<file path="src/rtl/dw_ram_2r_w_fifoctl_pkg.sv">
// Shared encodings for the dual-read-port RAM FIFO controller.
package dw_ram_2r_w_fifoctl_pkg;

    localparam logic [1:0] POP_NONE = 2'd0;
    localparam logic [1:0] POP_ONE  = 2'd1;
    localparam logic [1:0] POP_TWO  = 2'd2;

    localparam int ERR_STICKY = 0;
    localparam int ERR_PULSE  = 1;

    // Per-cycle request decision.
    typedef struct packed {
        logic       push_ok;
        logic       pop_ok;
        logic [1:0] pop_amt;
        logic       illegal;
    } fifo_req_t;

    function automatic logic pop_legal(input logic [1:0] pop_cnt);
        return (pop_cnt == POP_ONE) || (pop_cnt == POP_TWO);
    endfunction

endpackage

</file>
<file path="src/rtl/dw_ram_2r_w_fifoctl_ptr_wrap.sv">
// Modulo-depth pointer advance by 0, 1 or 2; correct for non-power-of-2 depths.
module dw_fifoctl_ptr_wrap #(
    parameter int depth      = 8,
    parameter int addr_width = 3
) (
    input  logic [addr_width-1:0] ptr,
    input  logic [1:0]            inc,
    output logic [addr_width-1:0] ptr_nxt
);

    localparam logic [addr_width:0] DEPTH_W = (addr_width+1)'(depth);

    logic [addr_width:0] sum;

    // One extra bit holds ptr+inc; a single subtract suffices since inc <= depth.
    always_comb begin
        sum     = {1'b0, ptr} + (addr_width+1)'(inc);
        ptr_nxt = (sum >= DEPTH_W) ? addr_width'(sum - DEPTH_W) : addr_width'(sum);
    end

endmodule

</file>
<file path="src/rtl/dw_ram_2r_w_fifoctl.sv">
// FIFO controller for a 2-read/1-write RAM: pops 0..2 entries per cycle, one push.
module dw_ram_2r_w_fifoctl
    import dw_ram_2r_w_fifoctl_pkg::*;
#(
    parameter int depth      = 8,
    parameter int addr_width = 3,
    parameter int ae_level   = 1,
    parameter int af_level   = 1,
    parameter int err_mode   = 0
) (
    input  logic                  clk,
    input  logic                  rst,
    input  logic                  push,
    input  logic [1:0]            pop_cnt,
    output logic [addr_width:0]   count,
    output logic                  empty,
    output logic                  full,
    output logic                  almost_empty,
    output logic                  almost_full,
    output logic                  valid2,
    output logic                  error,
    output logic                  ram_cs_n,
    output logic                  ram_wr_n,
    output logic [addr_width-1:0] ram_wr_addr,
    output logic [addr_width-1:0] ram_rd1_addr,
    output logic [addr_width-1:0] ram_rd2_addr
);

    localparam logic [addr_width:0] DEPTH_W = (addr_width+1)'(depth);
    localparam logic [addr_width:0] AE_THR  = (addr_width+1)'(ae_level);
    localparam logic [addr_width:0] AF_THR  = (addr_width+1)'(depth - af_level);

    logic [addr_width-1:0] rd_ptr, wr_ptr;
    logic [addr_width-1:0] rd_ptr_nxt, wr_ptr_nxt, rd2_addr;
    logic [addr_width:0]   count_r, count_nxt;
    logic                  error_r;
    fifo_req_t             req;

    // Pop is judged against pre-push occupancy; a full FIFO still takes a push
    // when a pop frees space in the same cycle.
    always_comb begin
        req         = '0;
        req.pop_ok  = pop_legal(pop_cnt) && ((addr_width+1)'(pop_cnt) <= count_r);
        req.push_ok = push && ((count_r != DEPTH_W) || req.pop_ok);
        req.pop_amt = req.pop_ok ? pop_cnt : POP_NONE;
        req.illegal = (push && !req.push_ok) || ((pop_cnt != POP_NONE) && !req.pop_ok);
        count_nxt   = count_r + (addr_width+1)'(req.push_ok) - (addr_width+1)'(req.pop_amt);
    end

    dw_fifoctl_ptr_wrap #(.depth(depth), .addr_width(addr_width)) u_rd_wrap (
        .ptr     (rd_ptr),
        .inc     (req.pop_amt),
        .ptr_nxt (rd_ptr_nxt)
    );

    dw_fifoctl_ptr_wrap #(.depth(depth), .addr_width(addr_width)) u_wr_wrap (
        .ptr     (wr_ptr),
        .inc     ({1'b0, req.push_ok}),
        .ptr_nxt (wr_ptr_nxt)
    );

    // Next-entry read address, so head and head+1 are both visible this cycle.
    dw_fifoctl_ptr_wrap #(.depth(depth), .addr_width(addr_width)) u_rd2_wrap (
        .ptr     (rd_ptr),
        .inc     (POP_ONE),
        .ptr_nxt (rd2_addr)
    );

    always_ff @(posedge clk) begin
        if (rst) begin
            rd_ptr  <= '0;
            wr_ptr  <= '0;
            count_r <= '0;
            error_r <= 1'b0;
        end else begin
            rd_ptr  <= rd_ptr_nxt;
            wr_ptr  <= wr_ptr_nxt;
            count_r <= count_nxt;
            if (err_mode == ERR_PULSE)
                error_r <= req.illegal;
            else
                error_r <= error_r | req.illegal;
        end
    end

    always_comb begin
        count        = count_r;
        empty        = (count_r == '0);
        full         = (count_r == DEPTH_W);
        almost_empty = (count_r <= AE_THR);
        almost_full  = (count_r >= AF_THR);
        valid2       = (count_r >= (addr_width+1)'(2));
        error        = error_r;
        ram_cs_n     = ~(req.push_ok & ~rst);
        ram_wr_n     = ~(req.push_ok & ~rst);
        ram_wr_addr  = wr_ptr;
        ram_rd1_addr = rd_ptr;
        ram_rd2_addr = rd2_addr;
    end

endmodule

</file>
<file path="config.mk">
export PLATFORM = sky130hd
export DESIGN_NAME = dw_ram_2r_w_fifoctl
export DESIGN_NICKNAME = d
export VERILOG_FILES = /design/src/rtl/dw_ram_2r_w_fifoctl_pkg.sv /design/src/rtl/dw_ram_2r_w_fifoctl_ptr_wrap.sv /design/src/rtl/dw_ram_2r_w_fifoctl.sv
export SDC_FILE = /design/constraint.sdc
export NUM_CORES = 1
export LEC_CHECK = 0
export CAP_MARGIN = 20
export CORE_ASPECT_RATIO = 1.25
export CORE_MARGIN = 4
export CORE_UTILIZATION = 37
export DETAILED_ROUTE_END_ITERATION = 7
export PLACE_DENSITY = 0.67
export SYNTH_ARGS = -nofsm -noshare
export SYNTH_HDL_FRONTEND = slang
export SYNTH_SLANG_ARGS = --single-unit
</file>
<file path="constraint.sdc">
create_clock -name clk -period 5.03 [get_ports clk]
set_input_delay 0.503 -clock clk [delete_from_list [all_inputs] [get_ports clk]]
set_output_delay 0.503 -clock clk [all_outputs]
set_load 0.005 [all_outputs]
</file>
==> summary.md <==
| Metric | Value |
|---|---|
| Post-DP HPWL | `~1300 um` |
| Final Cycle Share | `about three fifths` |
| Drt first pass iters | `2` |
| Skew-Pair Late Insertion Delay | `~0.27 ns` |
| Fin Hold WS | `0.454 ns` |
| Post-synthesis xor/xnor area fraction | `under 10%` |
| Hold-fix buffers at CTS | `0` |
| CTS H-tree depth | `1` |
| Post-Syn Area | `779 um2` |
| Port bufs | `25` |
| Gpl congestion | `about 0.75` |
| Crit path DAT | `between 2 and 3 ns` |
| Least-Margin Pin Slew | `~0.44 ns` |
| Switching share of total power | `a little under two fifths` |
| Drt initial violations | `5` |
| Cell at the slowest stage of the critical path | `clkdlybuf4s50_1` |
| Delay-heaviest family, CP | `buffers and inverters` |
| Post-CTS setup repair buffer count | `0` |
| First-pass GRT wire length | `roughly 2800 um` |
| Largest net degree at the start of global routing | `14` |
| Initial core utilization | `39.3%` |
| Placed cells | `133` |
| Worst Path Max Fanout | `3` |
| Pwr per Cell Area | `a little under 500 nW/um2` |
| Drt wl/cell | `around 12 um` |
| Worst IR Drop VDD | `approximately 320 uV` |
| Via density | `~4.8` |
| Vias in the first global route | `680` |
| Compound-Gate Fraction of Synth Area | `between 10% and 20%` |
| Syn_area_per_cell | `approximately 8.7 um2` |
| Global Route Usage Sum | `between 10% and 20%` |
| Min-delay worst type | `register to register` |
| Yosys cell types | `26` |
| Top Ports | `26` |
| Adder-cell share of the synthesized area | `approximately 28%` |
| Tmin final | `just over 3 ns` |
| # rows | `18` |
| Cts repair resizes | `0` |
| Max clock buf depth | `2` |
| Startpoint types | `input port` |
| Post-synthesis mux area share | `0%` |
| Num CTS Buffers | `3` |
| Share of total power in sequential cells | `a little over a quarter` |
| Final slew viol count | `0` |
| Antenna cell count | `0` |
| Gate power share | `between 60% and 70%` |
| Leakage Power | `slightly above 0.0005 uW` |
| Synth Register Bits | `11` |
| Die area | `approximately 2900 um2` |
| GRT Residual Overflow | `0` |
| WP data required | `~4.5 ns` |
| Pwr Total | `roughly 520 uW` |
| Reg clk slew, reported paths | `around 0.07 ns` |
| Final Non-Filler Cells | `137` |
| Slew margin rel. | `a little over two thirds` |
| Synth Area in Simple Gates | `17.8%` |
| Util after Layout | `between 50% and 60%` |
| Seq/Total Area, Yosys | `around 28%` |
| Setup violators final | `0` |
| P_sw | `between 150 and 200 uW` |
| RSZ-0062 raised after global routing | `false` |
| CP Class | `input port to output pin` |
| CP Capture Type | `output pin` |
| Layout cell share with drive strength beyond 1 | `under 10%` |
| Max-Cap Viols | `0` |
| Top cell by count, worst path | `clkdlybuf4s50_1` |
| Post-Syn Instances | `90` |
| TritonCTS clock tree | `done` |
| Max stage delay on crit path | `about 0.46 ns` |
| Worst-case clock skew | `~0.0032 ns` |
| Run status | `completed` |
| Final WL | `about 1600 um` |
| Internal power | `~330 uW` |
| Fmax | `328 MHz` |
| Die Y | `around 59 um` |
| Syn Nets | `between 100 and 150` |
| Critical-path cell list | `clkdlybuf4s50_1 -> ha_1 -> nor2b_1 -> o211ai_2 -> a21oi_1 -> or3_1 -> clkdlybuf4s50_1` |
| Warnings, synthesis | `0` |
| Synth-to-layout area growth | `37.2%` |
| WP buf/inv | `2` |
| Root Driver | `clkbuf_4` |
| # clock sinks | `11` |
| Die Width | `slightly below 50 um` |
| Vias | `around 660` |
| DRC violations left | `0` |
| Routed Antenna Nets | `0` |
| Fin Setup TNS | `0 ns` |
| Final Hold Fails | `0` |
| Core footprint | `between 1500 and 2000 um2` |
| Initial antenna violation count | `0` |
| Nets | `between 100 and 150` |
| Largest family of logic cells by synthesized area | `adder cells` |
| Clock network fraction of total power | `a little under an eighth` |
per-layer routing:
layer	vias up	part of all wire [%]	track usage, %
met4	0	2.0	7.31
met2	13	48	20.0
met5	-	0	0
met1	288	46	14.6
met3	4	3.8	2.52
li1	351	-	-
per-stage QoR:
step	setup WS [ns]	instance area [um2]
5_1_grt	1.86	1070
3_3_place_gp	1.93	1040
2_1_floorplan	2.47	779
4_1_cts	1.97	1070
6_report	1.98	1070
3_5_place_dp	1.87	1040
cell families after synthesis:
kind of cell | count (synthesis)
DFF | 11
adders and majority gates | 16
buffers and inverters | 18
xor gates and xnor gates | 5
and+or+nand+nor | 27
AOI/OAI and AO/OA | 13
state kept, by name (all words and copies together) (netlist names):
signal        cells
count             4
ram_rd1_addr      3
ram_wr_addr       3
error             1
cell usage after synthesis:
library cell / count / area (um2)
and3_1: 1 / 6.26
nor3b_1: 2 / 15.0
o211a_1: 1 / 10.0
a21oi_1: 6 / 30.0
nand2_1: 6 / 22.5
nor2b_1: 4 / 25.0
o31ai_1: 1 / 7.51
xor2_1: 3 / 26.3
buf_1: 1 / 3.75
ha_1: 14 / 175
xnor2_1: 2 / 17.5
nand4_1: 1 / 6.26
o21ai_1: 1 / 5.00
o311ai_1: 1 / 8.76
fa_1: 2 / 40.0
nand3_1: 2 / 10.0
o211ai_2: 1 / 12.5
or3b_4: 1 / 11.3
or3_1: 1 / 6.26
dfxtp_1: 11 / 220
o21ai_2: 1 / 8.76
a21o_1: 1 / 7.51
inv_1: 16 / 60.1
buf_4: 1 / 7.51
nor3_1: 2 / 10.0
nor2_1: 7 / 26.3
worst reg2reg max path, stage by stage, from the launching register on:
cell	delay [ns]
dfxtp_1	0.48
inv_1	0.08
ha_1	0.29
nor2b_1	0.15
o211a_1	0.23
nor2_1	0.13
nand2_1	0.11
ha_1	0.30
ha_1	0.29
a21o_1	0.17
a21oi_1	0.19
xnor2_1	0.15
nor2_1	0.05
power groups by stage:
stage / sequential, uW / clock, uW / combinational (uW)
floorplan: 139 / 0 / 175
global placement: 141 / 0 / 316
detailed placement: 142 / 0 / 321
CTS: 140 / 61.0 / 326
global route: 145 / 63.9 / 359
finish: 140 / 59.6 / 322
layout make-up:
type,instances,area [um2]
fillers,194,912
multi-input cells,61,488
repair buffers,25,250
well taps,20,25.0
inverters,16,60.1
clock buffers,4,26.3
flip-flops and latches,11,220
final timing paths:
check,start,end,slack [ns],cells after the start
setup / recovery,pop_cnt[1],ram_cs_n,1.98,7
hold / removal,error$_SDFF_PP0_,error$_SDFF_PP0_,0.45,2
setup reg to reg,count[1]$_SDFF_PP0_,count[3]$_SDFF_PP0_,2.28,12
hold reg to reg,error$_SDFF_PP0_,error$_SDFF_PP0_,0.45,2
cell usage in the layout, fill, tap and decap left out:
master,n
nor2_1,7
a21oi_1,6
ha_1,14
o21ai_2,1
clkdlybuf4s50_1,25
inv_1,16
nand4_1,1
xor2_1,3
nor2b_1,4
dfxtp_1,11
nand3_1,2
o31ai_1,1
nand2_1,6
a21o_1,1
o211a_1,1
clkbuf_4,3
fa_1,2
or3b_4,1
o311ai_1,1
xnor2_1,2
or3_1,1
nor3b_1,2
clkbuf_1,1
nor3_1,2
o21ai_1,1
and3_1,1
o211ai_2,1
Power figures use the tool's default switching activity.
